===== src/rtl/weight_fetch_arbiter_if.sv =====
// Weight-fetch bus: conv-layer read requests, merged weight-memory port and per-layer responses.
// The arbiter uses the slave view; requesters plus memory use the master view.
interface weight_fetch_arbiter_if #(
    parameter int NUM_REQ      = 5,
    parameter int WEIGHT_WIDTH = 16,
    parameter int ADDR_WIDTH   = 19
);
    logic [NUM_REQ-1:0]      req;
    logic [NUM_REQ-1:0]      restart;
    logic [NUM_REQ-1:0]      gnt;
    logic                    mem_rd_en;
    logic [ADDR_WIDTH-1:0]   mem_addr;
    logic [WEIGHT_WIDTH-1:0] mem_rd_data;
    logic [NUM_REQ-1:0]      rsp_valid;
    logic [WEIGHT_WIDTH-1:0] rsp_data;
    logic [NUM_REQ-1:0]      layer_done;

    modport master (
        output req, restart, mem_rd_data,
        input  gnt, mem_rd_en, mem_addr, rsp_valid, rsp_data, layer_done
    );

    modport slave (
        input  req, restart, mem_rd_data,
        output gnt, mem_rd_en, mem_addr, rsp_valid, rsp_data, layer_done
    );
endinterface


===== src/rtl/weight_fetch_arbiter.sv =====
// Round-robin arbiter sharing one synchronous weight-memory read port between the conv layers.
// Each layer owns a wrapping address counter; responses return two cycles after the request is sampled.
module weight_fetch_arbiter #(
    parameter int NUM_REQ      = 5,
    parameter int WEIGHT_WIDTH = 16,
    parameter int ADDR_WIDTH   = 19,
    parameter logic [NUM_REQ*ADDR_WIDTH-1:0] BASE_ADDRS =
        {19'd276256, 19'd128800, 19'd55072, 19'd3872, 19'd0},
    parameter logic [NUM_REQ*ADDR_WIDTH-1:0] SIZES =
        {19'd73728, 19'd147456, 19'd73728, 19'd51200, 19'd3872}
) (
    input logic clk1,
    input logic rst,
    weight_fetch_arbiter_if.slave bus
);
    localparam int PTR_W = (NUM_REQ > 1) ? $clog2(NUM_REQ) : 1;
    typedef logic [PTR_W-1:0] ptr_t;

    logic [NUM_REQ-1:0]    eligible;
    logic [ADDR_WIDTH-1:0] cnt [NUM_REQ];
    ptr_t                  ptr;
    ptr_t                  win;
    ptr_t                  cand;
    logic                  found;
    logic [ADDR_WIDTH-1:0] win_cnt;
    logic [ADDR_WIDTH-1:0] win_base;
    logic [ADDR_WIDTH-1:0] win_size;
    logic                  win_last;

    logic [NUM_REQ-1:0]    gnt_q;
    logic                  mem_rd_en_q;
    logic [ADDR_WIDTH-1:0] mem_addr_q;
    logic                  last_q;
    logic [NUM_REQ-1:0]    rsp_valid_q;
    logic [NUM_REQ-1:0]    layer_done_q;

    function automatic logic [ADDR_WIDTH-1:0] field(input logic [NUM_REQ*ADDR_WIDTH-1:0] vec,
                                                    input int idx);
        return vec[idx*ADDR_WIDTH +: ADDR_WIDTH];
    endfunction

    // A requester being restarted this cycle sits out arbitration, so its counter never sees both events.
    assign eligible = bus.req & ~bus.restart;

    always_comb begin
        found = 1'b0;
        win   = '0;
        cand  = '0;
        for (int i = 0; i < NUM_REQ; i++) begin
            cand = ptr_t'((int'(ptr) + i) % NUM_REQ);
            if (!found && eligible[cand]) begin
                found = 1'b1;
                win   = cand;
            end
        end
    end

    assign win_cnt  = cnt[win];
    assign win_base = field(BASE_ADDRS, int'(win));
    assign win_size = field(SIZES, int'(win));
    assign win_last = (win_cnt == win_size - ADDR_WIDTH'(1));

    // gnt doubles as the first tag stage; rsp_valid is the second, so a reset flushes in-flight reads.
    always_ff @(posedge clk1) begin
        if (rst) begin
            gnt_q        <= '0;
            mem_rd_en_q  <= 1'b0;
            mem_addr_q   <= '0;
            last_q       <= 1'b0;
            rsp_valid_q  <= '0;
            layer_done_q <= '0;
            ptr          <= '0;
            for (int i = 0; i < NUM_REQ; i++) begin
                cnt[i] <= '0;
            end
        end else begin
            gnt_q       <= '0;
            mem_rd_en_q <= found;
            last_q      <= found && win_last;
            if (found) begin
                gnt_q[win] <= 1'b1;
                mem_addr_q <= win_base + win_cnt;
                ptr        <= (win == ptr_t'(NUM_REQ - 1)) ? '0 : win + ptr_t'(1);
            end
            rsp_valid_q  <= gnt_q;
            layer_done_q <= last_q ? gnt_q : '0;
            for (int i = 0; i < NUM_REQ; i++) begin
                if (bus.restart[i]) begin
                    cnt[i] <= '0;
                end else if (found && win == ptr_t'(i)) begin
                    cnt[i] <= win_last ? '0 : cnt[i] + ADDR_WIDTH'(1);
                end
            end
        end
    end

    assign bus.gnt        = gnt_q;
    assign bus.mem_rd_en  = mem_rd_en_q;
    assign bus.mem_addr   = mem_addr_q;
    assign bus.rsp_valid  = rsp_valid_q;
    assign bus.layer_done = layer_done_q;
    assign bus.rsp_data   = (|rsp_valid_q) ? bus.mem_rd_data : '0;
endmodule

===== src/flat_wrapper.sv =====
// flat-port wrapper written by rule: the top's interface ports become plain ports
module weight_fetch_arbiter_flat 
#(
    parameter int NUM_REQ      = 5,
    parameter int WEIGHT_WIDTH = 16,
    parameter int ADDR_WIDTH   = 19,
    parameter logic [NUM_REQ*ADDR_WIDTH-1:0] BASE_ADDRS =
        {19'd276256, 19'd128800, 19'd55072, 19'd3872, 19'd0},
    parameter logic [NUM_REQ*ADDR_WIDTH-1:0] SIZES =
        {19'd73728, 19'd147456, 19'd73728, 19'd51200, 19'd3872}
)
  (clk1, rst, bus_req, bus_restart, bus_mem_rd_data, bus_gnt, bus_mem_rd_en, bus_mem_addr, bus_rsp_valid, bus_rsp_data, bus_layer_done);
  weight_fetch_arbiter_if #(.NUM_REQ(NUM_REQ), .WEIGHT_WIDTH(WEIGHT_WIDTH), .ADDR_WIDTH(ADDR_WIDTH)) bus_i ();
  input logic clk1;
  input logic rst;
  input wire logic [$bits(bus_i.req)-1:0] bus_req;
  input wire logic [$bits(bus_i.restart)-1:0] bus_restart;
  input wire logic [$bits(bus_i.mem_rd_data)-1:0] bus_mem_rd_data;
  output wire logic [$bits(bus_i.gnt)-1:0] bus_gnt;
  output wire logic [$bits(bus_i.mem_rd_en)-1:0] bus_mem_rd_en;
  output wire logic [$bits(bus_i.mem_addr)-1:0] bus_mem_addr;
  output wire logic [$bits(bus_i.rsp_valid)-1:0] bus_rsp_valid;
  output wire logic [$bits(bus_i.rsp_data)-1:0] bus_rsp_data;
  output wire logic [$bits(bus_i.layer_done)-1:0] bus_layer_done;
  assign bus_i.req = bus_req;
  assign bus_i.restart = bus_restart;
  assign bus_i.mem_rd_data = bus_mem_rd_data;
  assign bus_gnt = bus_i.gnt;
  assign bus_mem_rd_en = bus_i.mem_rd_en;
  assign bus_mem_addr = bus_i.mem_addr;
  assign bus_rsp_valid = bus_i.rsp_valid;
  assign bus_rsp_data = bus_i.rsp_data;
  assign bus_layer_done = bus_i.layer_done;
  weight_fetch_arbiter #(.NUM_REQ(NUM_REQ), .WEIGHT_WIDTH(WEIGHT_WIDTH), .ADDR_WIDTH(ADDR_WIDTH), .BASE_ADDRS(BASE_ADDRS), .SIZES(SIZES)) u_core (.clk1(clk1), .rst(rst), .bus(bus_i));
endmodule

===== config.mk =====
export PLATFORM = sky130hd
export DESIGN_NAME = weight_fetch_arbiter_flat
export DESIGN_NICKNAME = d
export VERILOG_FILES = /design/src/rtl/weight_fetch_arbiter_if.sv /design/src/rtl/weight_fetch_arbiter.sv /design/src/flat_wrapper.sv
export SDC_FILE = /design/constraint.sdc
export NUM_CORES = 1
export LEC_CHECK = 0
export CAP_MARGIN = 30
export CORE_ASPECT_RATIO = 1.4
export CORE_MARGIN = 3
export CORE_UTILIZATION = 29
export CTS_CLUSTER_DIAMETER = 120
export DETAILED_ROUTE_END_ITERATION = 6
export PLACE_DENSITY = 0.5
export SYNTH_ARGS = -nofsm -noshare
export SYNTH_HDL_FRONTEND = slang
export SYNTH_SLANG_ARGS = --single-unit

===== constraint.sdc =====
create_clock -name clk1 -period 8.77 [get_ports clk1]
set_clock_uncertainty 0.1 [all_clocks]
set_input_delay 0.877 -clock clk1 [delete_from_list [all_inputs] [get_ports clk1]]
set_output_delay 0.877 -clock clk1 [all_outputs]
set_load 0.05 [all_outputs]

Yosys cells after proc, flatten, opt, wreduce, memory -nomap -nowiden

Memory sizes are Yosys's and may differ from the RTL's.
Cells that the tools add are included.

Bits in registers: 39
Word-level logic and storage cells: 149
Input bits: 28
Bits in writable memories: 95
Output and inout port bits: 51
ROM bits: 0
Memories: 1
Latch bits: 0

Bitwise gates (word level): 14
Add/subtract/negate cells: 12
$lt $le $gt $ge: 7
Shift operators: 2
Equality and inequality tests: 5
Divide/modulo/power cells: 5
Reductions and logical operators: 19
$mul: 1
Muxes and demuxes: 76

Memories:

| name       | words | width | rd ports | clocked after memory_dff | write ports | line                       | text |
|---|---|---|---|---|---|---|---|
| u_core.cnt | 5     | 19    | 6        | 0                        | 5           | weight_fetch_arbiter.sv:20 | `logic [ADDR_WIDTH-1:0] cnt [NUM_REQ];` |

Operators by type and width:

| operator                    | count |
|---|---|
| $mux W19                    | 15 |
| $shiftx A95 B32 Y19 const A | 2 |
| $mod A32 B4 Y32 const B     | 4 |
| $add A19 B1 Y19 const B     | 5 |
| $mux W1                     | 48 |
| $mod A4 B4 Y32 const B      | 1 |
| $lt A3 B4 Y1 const B        | 6 |
| $add A19 B19 Y19            | 1 |
| $eq A19 B19 Y1              | 1 |
| $sub A19 B1 Y19 const B     | 1 |
| $mux W3                     | 6 |
| $mux W16                    | 1 |
| $bmux W1 S3                 | 5 |
| $logic_and A1 B1 Y1         | 11 |
| $or A1 B1 Y1                | 10 |
| $add A3 B2 Y4 const B       | 2 |
| $mul A3 B5 Y8 const B       | 1 |
| $eq A3 B2 Y1 const B        | 2 |
| $and A5 B5 Y5               | 1 |
| $not A5 Y5                  | 1 |
| $reduce_or A5 Y1            | 1 |
| $add A3 B1 Y4 const B       | 1 |
| $add A3 B3 Y4 const B       | 1 |
| $logic_not A1 Y1            | 4 |
| 8 further kinds             | 10 |

Longest topological paths before layout

Gate-level depths: netlist of the first run.

Depth in word-level cells: 24
Mapped depth: 38
Depth with buffers taken out: 34

Worst setup path after synthesis of the first run

No wires, ideal clock.

Kind: register to register
From: reg u_core.ptr[0]
To: reg u_core.mem_addr_q[17] (netlist: u_core.bus.mem_addr[17])
Slack: 1.538 ns
Data arrival time: 7.000 ns
Period minus slack after synthesis: 7.232 ns
Setup time: 0.132 ns
Stages on the path, launching flop included: 36
Cells stage by stage: dfxtp_1 buf_6 inv_1 buf_2 ha_1 clkbuf_1 inv_1 ha_1 inv_1 ha_1 nor3_1 nor2_1 xnor2_2 ha_1 nand2b_1 a22oi_2 or3_1 a2111o_1 o21ai_4 mux2_2 inv_2 clkbuf_1 ha_1 nand2_1 clkbuf_1 o21ai_0 ha_1 o21a_1 nand3_1 a31oi_1 a211oi_1 o311ai_1 a31oi_1 o21ai_1 mux2i_1 nor3_1

Longest elaborated chain between the ends: 19
Elaborated cells on any way between the ends: 41

Ends and longest elaborated chain:

| item                                                                     | line                       | text |
|---|---|---|
| start, declared                                                          | weight_fetch_arbiter.sv:21 | `ptr_t ptr;` |
| start signal, assigned                                                   | weight_fetch_arbiter.sv:83 | `ptr <= (win == ptr_t'(NUM_REQ - 1)) ? '0 : win + ptr_t'(1);` |
| parallel branches: the longest is 19 deep, another holds $mod A32 B4 Y32 | n/a                        |  |
| end signal, assigned                                                     | weight_fetch_arbiter.sv:82 | `mem_addr_q <= win_base + win_cnt;` |
| end, declared                                                            | weight_fetch_arbiter.sv:32 | `logic [ADDR_WIDTH-1:0] mem_addr_q;` |

Parallel ways; which one is timed is not known. The select of a mux whose other input is x is not followed.
A chain may end at the register's enable or synchronous reset.

Worst setup path in the final report of the first run

From: reg u_core.ptr[2]
To: reg u_core.mem_addr_q[17] (netlist: u_core.bus.mem_addr[17])

Same word-level chain as after synthesis.

==> impl_metrics.tcl, run 1 <==
set metrics [dict create \
    hold_buffers 0 \
    routed_wl_um 34640 \
    final_max_slew_viol_count 0 \
    cts_resized 0 \
    hold_depth 2 \
    synth_top_family_by_area "simple AND/OR/NAND/NOR gates" \
    setup_viol 0 \
    final_antenna_net_count 0 \
    hpwl_um 26010 \
    drive_gt1_frac 0.09754 \
    ys_seq_elements 134 \
    synthCells 1166 \
    cp.required_ns 8.99 \
    yosysWarnings 0 \
    post-cts-setup-buffers 0 \
    rsz0062_at_grt "false" \
    antenna_found_initial 0 \
    end_kind "register" \
    routedWlPerCell_um 20.67 \
    h-tree-depth 4 \
    dieHeight_um 230.1 \
    firstDrtPassIters 5 \
    max_slew_margin 0.3753 \
    grt_pass1_vias 9063 \
    reg2reg_from "u_core.ptr[2]" \
    drc 0 \
    drt_iter0_drc 830 \
    yosys.area.top_type_share 0.2742 \
    drv_cap 0 \
    clock_sinks 134 \
    crit_fanout 34 \
    rows 81 \
    netlist_area_mm2 0.01040 \
    syn_nets 1234 \
    die_area_mm2 0.03822 \
    layout.nets 1275 \
    yosys.area_share.xor_xnor 0.08899 \
    ios 79 \
    clk_latency_ns 0.45 \
    hold_viol_final 0 \
    yosys.area.top_type "edfxtp_1" \
    cts_tree "yes" \
    grt_pass1_wl_um 53580 \
    async_reset_ff_frac 0 \
    ys_dominant_reg_cell "edfxtp_1" \
    synth_common_cells "103 x nand2_1, 95 x edfxtp_1, 87 x nor3_1" \
    synth_compound_area_frac 0.1412 \
    dieWidth_um 166.1 \
    worst_pin_slew_ns 0.9336 \
    synth-edff-count 95 \
    cts_root_buffer "clkbuf_16" \
    vias 9123 \
    viasPerCell 5.443 \
    synth_fa_ha_area_frac 0.04810 \
    rr_worst_depth 25 \
    synthMuxAreaShare 0.03451 \
    avgSynthCellArea_um2 8.924 \
    max_freq_ghz 0.1248 \
    setup_tns_ns 0 \
    area_delta_synth_final_pct 16.28 \
    fin_crit_ns 8.010 \
    grt_max_degree 61 \
    crit_start "u_core.ptr[2]" \
    min_to "u_core.bus.mem_addr[0]" \
    startpoint_type "register" \
    start_util 0.2959 \
    clk_pin_slew_ns 0.06 \
    port_buffers 78 \
    cp.arrival_ns 8.23 \
    worstReg2RegEnd "u_core.bus.mem_addr[17]" \
    synth_area_leaders "edfxtp_1 27%, dfxtp_1 7.5%, xor2_1 5.1%, and3_1 4.9%, ha_1 4.8%" \
    yosysUniqueCellTypes 99 \
    min_path_type "register to register" \
    synth-simple-area-share 0.2920 \
    coreArea_mm2 0.03517 \
    outcome "complete, no violations" \
    crit_type "register to register" \
    min_from "u_core.bus.mem_addr[0]" \
    cts_buffers 17 \
    gp_congestion 0.8955 \
    grt_util_all_layers 0.1789 \
    grt_remaining_overflow 0 \
    synth.most_common_cell "nand2_1" \
    period_share 0.9133 \
    rrSetupSlack_ns 0.76 \
    diodes 0 \
    clk_path_buf_depth 2 \
    synth-seq-area-share 0.3492 \
]
==> logic make-up after synthesis <==
| family | after synthesis |
|---|---|
| buffers and inverters | 102 |
| multiplexers | 34 |
| adder cells (fa/ha/maj) | 40 |
| XOR/XNOR | 104 |
| AND/OR/NAND/NOR | 556 |
| AO/OA/AOI/OAI | 196 |
| flip-flops | 134 |
==> flip-flops by register name (all words and copies together), names as in the netlist <==
name and count:
u_core.last_q 1, u_core.bus.mem_rd_en 1, u_core.ptr 3, u_core.cnt 95, u_core.bus.gnt 5, u_core.bus.rsp_valid 5
u_core.bus.mem_addr 19, u_core.bus.layer_done 5
==> per-layer routing <==
metal / up-vias / track usage / part of all wire
met2: 220 / 0.3238 / 0.52
met3: 68 / 0.02769 / 0.029
met1: 4445 / 0.1988 / 0.39
met5: - / 0 / 0
met4: 0 / 0.1014 / 0.054
li1: 4390 / - / -
==> layout by cell type, fill, tap and decap left out, types with 5 or more instances in the layout <==
cell,synthesis,final
a211o_1,8,8
a211oi_1,5,5
a21oi_1,38,38
a31oi_1,15,15
and2_1,13,13
and3_1,81,81
buf_4,3,18
clkbuf_16,0,17
clkdlybuf4s50_1,0,78
dfxtp_1,39,39
edfxtp_1,95,95
ha_1,40,40
inv_1,23,23
mux2_2,10,10
mux2i_1,22,22
nand2_1,103,103
nand2b_1,13,13
nand3_1,63,63
nand4_1,14,14
nor2_1,74,74
nor2b_1,31,31
nor3_1,87,86
nor3b_1,8,8
nor4_1,16,16
nor4_2,17,17
o2111ai_1,6,6
o211ai_1,7,7
o21a_1,7,7
o21ai_0,28,28
o21ai_1,5,5
o221ai_1,5,5
o31ai_1,6,6
or3_1,7,7
xnor2_1,41,41
xor2_1,61,61
==> cell type report <==
type | instances | area [um^2]
Clock buffer | 19 | 432.9
Clock inverter | 13 | 123.9
Timing Repair Buffer | 97 | 930.9
Tap cell | 456 | 570.5
Inverter | 27 | 101.3
Multi-Input combinational cell | 930 | 6306
Fill cell | 3620 | 23070
Sequential cell | 134 | 3633
==> critical path: stages (launching register included) <==
cell and delay [ns]:
dfxtp_1 0.80, inv_1 0.15, ha_1 0.44, o31ai_1 0.32
xnor2_1 0.18, ha_1 0.31, nand2b_1 0.12, a21oi_1 0.35
mux2i_1 0.42, o2111ai_1 0.20, o311a_1 0.22, o2111a_1 0.32
o21ai_2 0.46, nand2_4 0.39, ha_1 0.37, o21ai_0 0.59
ha_1 0.38, o21a_1 0.24, nand3_1 0.10, a31oi_1 0.04
a211oi_1 0.48, o311ai_1 0.19, a31oi_1 0.30, o21ai_1 0.15
mux2i_1 0.17, nor3_1 0.06
==> through the flow <==
step           hold WS, ns  area (um^2)  worst slack, ns  cells    util
2_1_floorplan       0.3641        10410            1.538   1166       -
3_3_place_gp        0.3432        11530           0.8850   1643  0.3278
3_5_place_dp        0.3466        11540           0.8461   1644  0.3282
4_1_cts             0.3543        12100           0.8365   1676  0.3440
5_1_grt             0.3746        12100           0.1426   1676  0.3440
6_report            0.3515        12100           0.7603   1676  0.3440
==> worst max path at each step <==
| stage | endpoint | slack [ns] |
|---|---|---|
| finish | u_core.bus.mem_addr[17] | 0.76 |
| global route | u_core.bus.mem_addr[17] | 0.14 |
| CTS | u_core.bus.mem_addr[17] | 0.84 |
| detailed placement | u_core.bus.mem_addr[17] | 0.85 |
| global placement | u_core.bus.mem_addr[17] | 0.89 |
| floorplan | u_core.bus.mem_addr[17] | 1.54 |
Power of run 1 is not shown: default switching activity piles up to over one toggle a cycle in this logic, so the estimate is an artifact.
==> run 2, diff against run 1 <==
Clock period 8.77 ns to 9.8 ns, I/O delays scaled along.
==> run 2 against run 1 <==
  * Global-route usage decreased by 0.38 points
  * Design area is essentially flat
  * First-iteration DRC count shrank 8.3%
  * Worst setup slack better by 0.54 ns
  * Hold slack better by 0.0030 ns
  * Highest routed layer unchanged
==> impl_metrics.tcl, run 2 (same netlist as run 1, synthesis figures left out) <==
set metrics [dict create \
    drt_iter0_drc 761 \
    fillCellCount 3644 \
    clk_latency_ns 0.44 \
    crit_end "u_core.bus.mem_addr[17]" \
    area_delta_synth_final_pct 16.38 \
    hold_viol_final 0 \
    drv_cap 0 \
    cp_common_cell "ha_1" \
    viasPerCell 5.432 \
    layout.nets 1273 \
    worstReg2RegEnd "u_core.bus.mem_addr[17]" \
    vias 9093 \
    regArea_mm2 0.003633 \
    h-tree-depth 4 \
    max_stage_delay_ns 0.68 \
    max_slew_margin 0.3591 \
    layout_common_cells "103 x nand2_1, 95 x edfxtp_1, 86 x nor3_1, 81 x and3_1, 78 x clkdlybuf4s50_1" \
    rows 81 \
    gr-usage-met2 0.3256 \
    die_area_mm2 0.03822 \
    use_met3 0.02683 \
    grt-busiest-layer "met2" \
    cts_buffers 17 \
    cp.required_ns 10.01 \
    antenna_found_initial 0 \
    outcome "complete, no violations" \
    dieHeight_um 230.1 \
    reg2reg_from "u_core.ptr[1]" \
    startpoint_type "register" \
    crit_start "u_core.ptr[1]" \
    placed_area_mm2 0.01153 \
    routedWlPerCell_um 20.29 \
    setup_viol 0 \
    end_kind "register" \
    diodes 0 \
    worst_pin_slew_ns 0.9590 \
    design_area_mm2 0.01211 \
    cts_root_buffer "clkbuf_16" \
    max_freq_ghz 0.1177 \
    final_max_slew_viol_count 0 \
    port_buffers 78 \
    ios 79 \
    cts_tree "yes" \
    cts_resized 0 \
    layout_commonest_cell "nand2_1" \
    grtUsageMet1 0.1938 \
    routed_wl_um 33960 \
    rr_worst_depth 29 \
    largest_register_ffs 95 \
    setup_tns_ns 0 \
    min_path_type "register to register" \
    grt_max_degree 57 \
    final_antenna_net_count 0 \
    crit_type "register to register" \
    grt_pass1_wl_um 52580 \
    clk_path_buf_depth 2 \
    critPathSlowestCell "dfxtp_1" \
    clk_pin_slew_ns 0.06 \
    firstDrtPassIters 5 \
    grt_util_all_layers 0.1751 \
    start_util 0.2959 \
    rrSetupSlack_ns 1.30 \
    drc 0 \
    multi_input_area_mm2 0.006306 \
    dieWidth_um 166.1 \
    cp.arrival_ns 8.71 \
    period_share 0.8673 \
    grt_pass1_vias 9068 \
    hpwl_um 25240 \
    coreArea_mm2 0.03517 \
    grt_remaining_overflow 0 \
    gp_congestion 0.9288 \
    rsz0062_at_grt "false" \
    hold_buffers 0 \
    crit_fanout 23 \
    clock_sinks 134 \
    top_register "u_core.cnt" \
    drive_gt1_frac 0.09688 \
    fin_crit_ns 8.499 \
    post-cts-setup-buffers 0 \
]
-- run 2: cell count changes in the layout (fill, tap and decap cells not counted), sizes merged --
cell      delta
clkinv       +1
clkinvlp     -3
inv          +1
clkbuf       +1
buf          -2
-- run 2: cell type report --
| class | count | area share |
|---|---|---|
| well taps | 456 | 0.04712 |
| multi-input cells | 930 | 0.5208 |
| clock inverters | 12 | 0.009196 |
| repair buffers | 95 | 0.07667 |
| inverters | 27 | 0.008369 |
| clock buffers | 20 | 0.03782 |
| flip-flops and latches | 134 | 0.3001 |
-- run 2: worst min-delay path by stage --
stage | start | slack, ns | cells after the start | to
5_1_grt | u_core.bus.mem_addr[6] | 0.38 | 2 | u_core.bus.mem_addr[6]
3_3_place_gp | u_core.bus.mem_addr[9] | 0.34 | 2 | u_core.bus.mem_addr[9]
4_1_cts | u_core.bus.mem_addr[12] | 0.36 | 2 | u_core.bus.mem_addr[12]
2_1_floorplan | u_core.last_q | 0.36 | 1 | u_core.bus.layer_done[0]
6_report | u_core.bus.mem_addr[12] | 0.35 | 2 | u_core.bus.mem_addr[12]
3_5_place_dp | u_core.bus.mem_addr[12] | 0.35 | 2 | u_core.bus.mem_addr[12]
-- run 2: critical path, delay by kind of cell, from the launching register on --
kind	cells	cell delay, ns
AOI/OAI and AO/OA	10	2.40
DFF	1	0.68
and+or+nand+nor	7	1.06
muxes	2	0.73
buffers and inverters	4	1.22
xor gates and xnor gates	1	0.32
adders and majority gates	5	1.85
-- run 2: routing by layer --
metal,wire [um],vias up
met5,0,-
met4,1531,0
met1,13160,4409
met2,18040,228
met3,1232,63
li1,-,4393
-- run 2: through the flow --
step	utilization	cells	worst slack [ns]	hold WS, ns
2_1_floorplan	-	1166	2.568	0.3641
4_1_cts	0.3441	1673	1.376	0.3592
6_report	0.3443	1674	1.301	0.3544
5_1_grt	0.3443	1674	0.5511	0.3777
3_5_place_dp	0.3279	1641	1.409	0.3507
3_3_place_gp	0.3271	1640	1.558	0.3427
Power of run 2 is left out for the same reason.
==> run 3, diff against run 2 <==
Settings changed: PLACE_DENSITY 0.5 to not set, SKIP_CTS_REPAIR_TIMING set to 1.
==> run 3 against run 2 <==
  * Design area down 0.14%
  * Critical path type unchanged
  * Hold slack worse by 0.0038 ns
  * Wire length fell by 2.1%
==> impl_metrics.tcl, run 3 (same netlist as run 1, synthesis figures left out) <==
set metrics [dict create \
    drv_cap 0 \
    min_path_type "register to register" \
    end_kind "register" \
    grt_util_all_layers 0.1700 \
    cts_root_buffer "clkbuf_16" \
    critPathSlowestCell "nand2_1" \
    startpoint_type "register" \
    dieHeight_um 230.1 \
    area_delta_synth_final_pct 16.21 \
    layout.nets 1272 \
    fin_crit_ns 8.564 \
    die_area_mm2 0.03822 \
    gp_congestion 0.9678 \
    vias 9206 \
    dieWidth_um 166.1 \
    hpwl_um 24710 \
    outcome "complete, no violations" \
    crit_fanout 34 \
    start_util 0.2959 \
    firstDrtPassIters 5 \
    diodes 0 \
    layout_common_cells "103 x nand2_1, 95 x edfxtp_1, 86 x nor3_1, 81 x and3_1, 78 x clkdlybuf4s50_1" \
    final_max_slew_viol_count 0 \
    top_register "u_core.cnt" \
    rows 81 \
    highest_layer "met4" \
    viasPerCell 5.503 \
    layout_commonest_cell "nand2_1" \
    final_antenna_net_count 0 \
    reg2reg_from "u_core.ptr[1]" \
    drive_gt1_frac 0.09532 \
    crit_buf_inv 3 \
    routedWlPerCell_um 19.87 \
    clk_latency_ns 0.44 \
    cp.arrival_ns 8.77 \
    cts_buffers 17 \
    port_buffers 78 \
    clk_path_buf_depth 2 \
    antenna_found_initial 0 \
    wl_met2_um 17210 \
    hold_viol_final 0 \
    cp.required_ns 10.01 \
    crit_start "u_core.ptr[1]" \
    min_from "u_core.bus.mem_addr[12]" \
    grt_max_degree 59 \
    max_freq_ghz 0.1168 \
    cp_top_family "compound AO/OA/AOI/OAI gates" \
    dr_wl_met3_um 1231 \
    max_stage_delay_ns 0.63 \
    rsz0062_at_grt "false" \
    worst_pin_slew_ns 0.9654 \
    h-tree-depth 4 \
    coreArea_mm2 0.03517 \
    period_share 0.8738 \
    routed_wl_um 33250 \
    ios 79 \
    grt_remaining_overflow 0 \
    cp_common_cell "ha_1" \
    drt-met1-wl_um 13000 \
    cts_tree "yes" \
    max_slew_margin 0.3544 \
    grt_pass1_vias 8947 \
    crit_type "register to register" \
    largest_register_ffs 95 \
    grt_pass1_wl_um 51230 \
    clk_pin_slew_ns 0.06 \
    drc 0 \
    drt_iter0_drc 776 \
    clock_sinks 134 \
    setup_viol 0 \
    setup_tns_ns 0 \
]
[run 3: cell types whose count changed in the layout (fill, tap and decap cells not counted), sizes merged]
cell	previous run	this run
clkbuf	20	24
inv	32	29
buf	17	16
clkinvlp	1	0
[run 3: worst paths after layout]
kind,to,slack [ns],cells past startpoint
max,u_core.bus.mem_addr[17],1.24,30
min,u_core.bus.mem_addr[12],0.35,2
max reg2reg,u_core.bus.mem_addr[17],1.24,30
min reg2reg,u_core.bus.mem_addr[12],0.35,2
[run 3: final cells by class]
cell class / count / area, um^2
fillers: 3564 / 23080
clock buffers: 24 / 503.0
inverters: 27 / 101.3
multi-input cells: 930 / 6306
repair buffers: 94 / 908.4
flip-flops and latches: 134 / 3633
well taps: 456 / 570.5
clock inverters: 8 / 68.82
[run 3: layer usage]
metal,track usage,vias up
met5,0,-
met4,0.09623,0
met3,0.02941,81
met2,0.3090,299
met1,0.1859,4434
li1,-,4392
[run 3: worst register-to-register path: cells and delay by family (launching register included)]
kind	cells	cell delay, ns
compound gates	11	2.70
simple gates	9	2.16
fa+ha+maj	5	1.90
buf+inv	3	0.75
xor+xnor	1	0.35
flops	1	0.31
mux	1	0.17
[run 3: per-stage QoR]
| step | cells | hold WS, ns | utilization | cell area, um^2 | setup slack, ns |
|---|---|---|---|---|---|
| finish | 1673 | 0.3507 | 0.3438 | 12090 | 1.236 |
| global route | 1673 | 0.3774 | 0.3438 | 12090 | 0.4965 |
| CTS | 1673 | 0.3561 | 0.3438 | 12090 | 1.279 |
| detailed placement | 1641 | 0.3475 | 0.3276 | 11520 | 1.322 |
| global placement | 1640 | 0.3438 | 0.3271 | 11500 | 1.678 |
| floorplan | 1166 | 0.3641 | - | 10410 | 2.568 |
Power of run 3 is left out for the same reason.
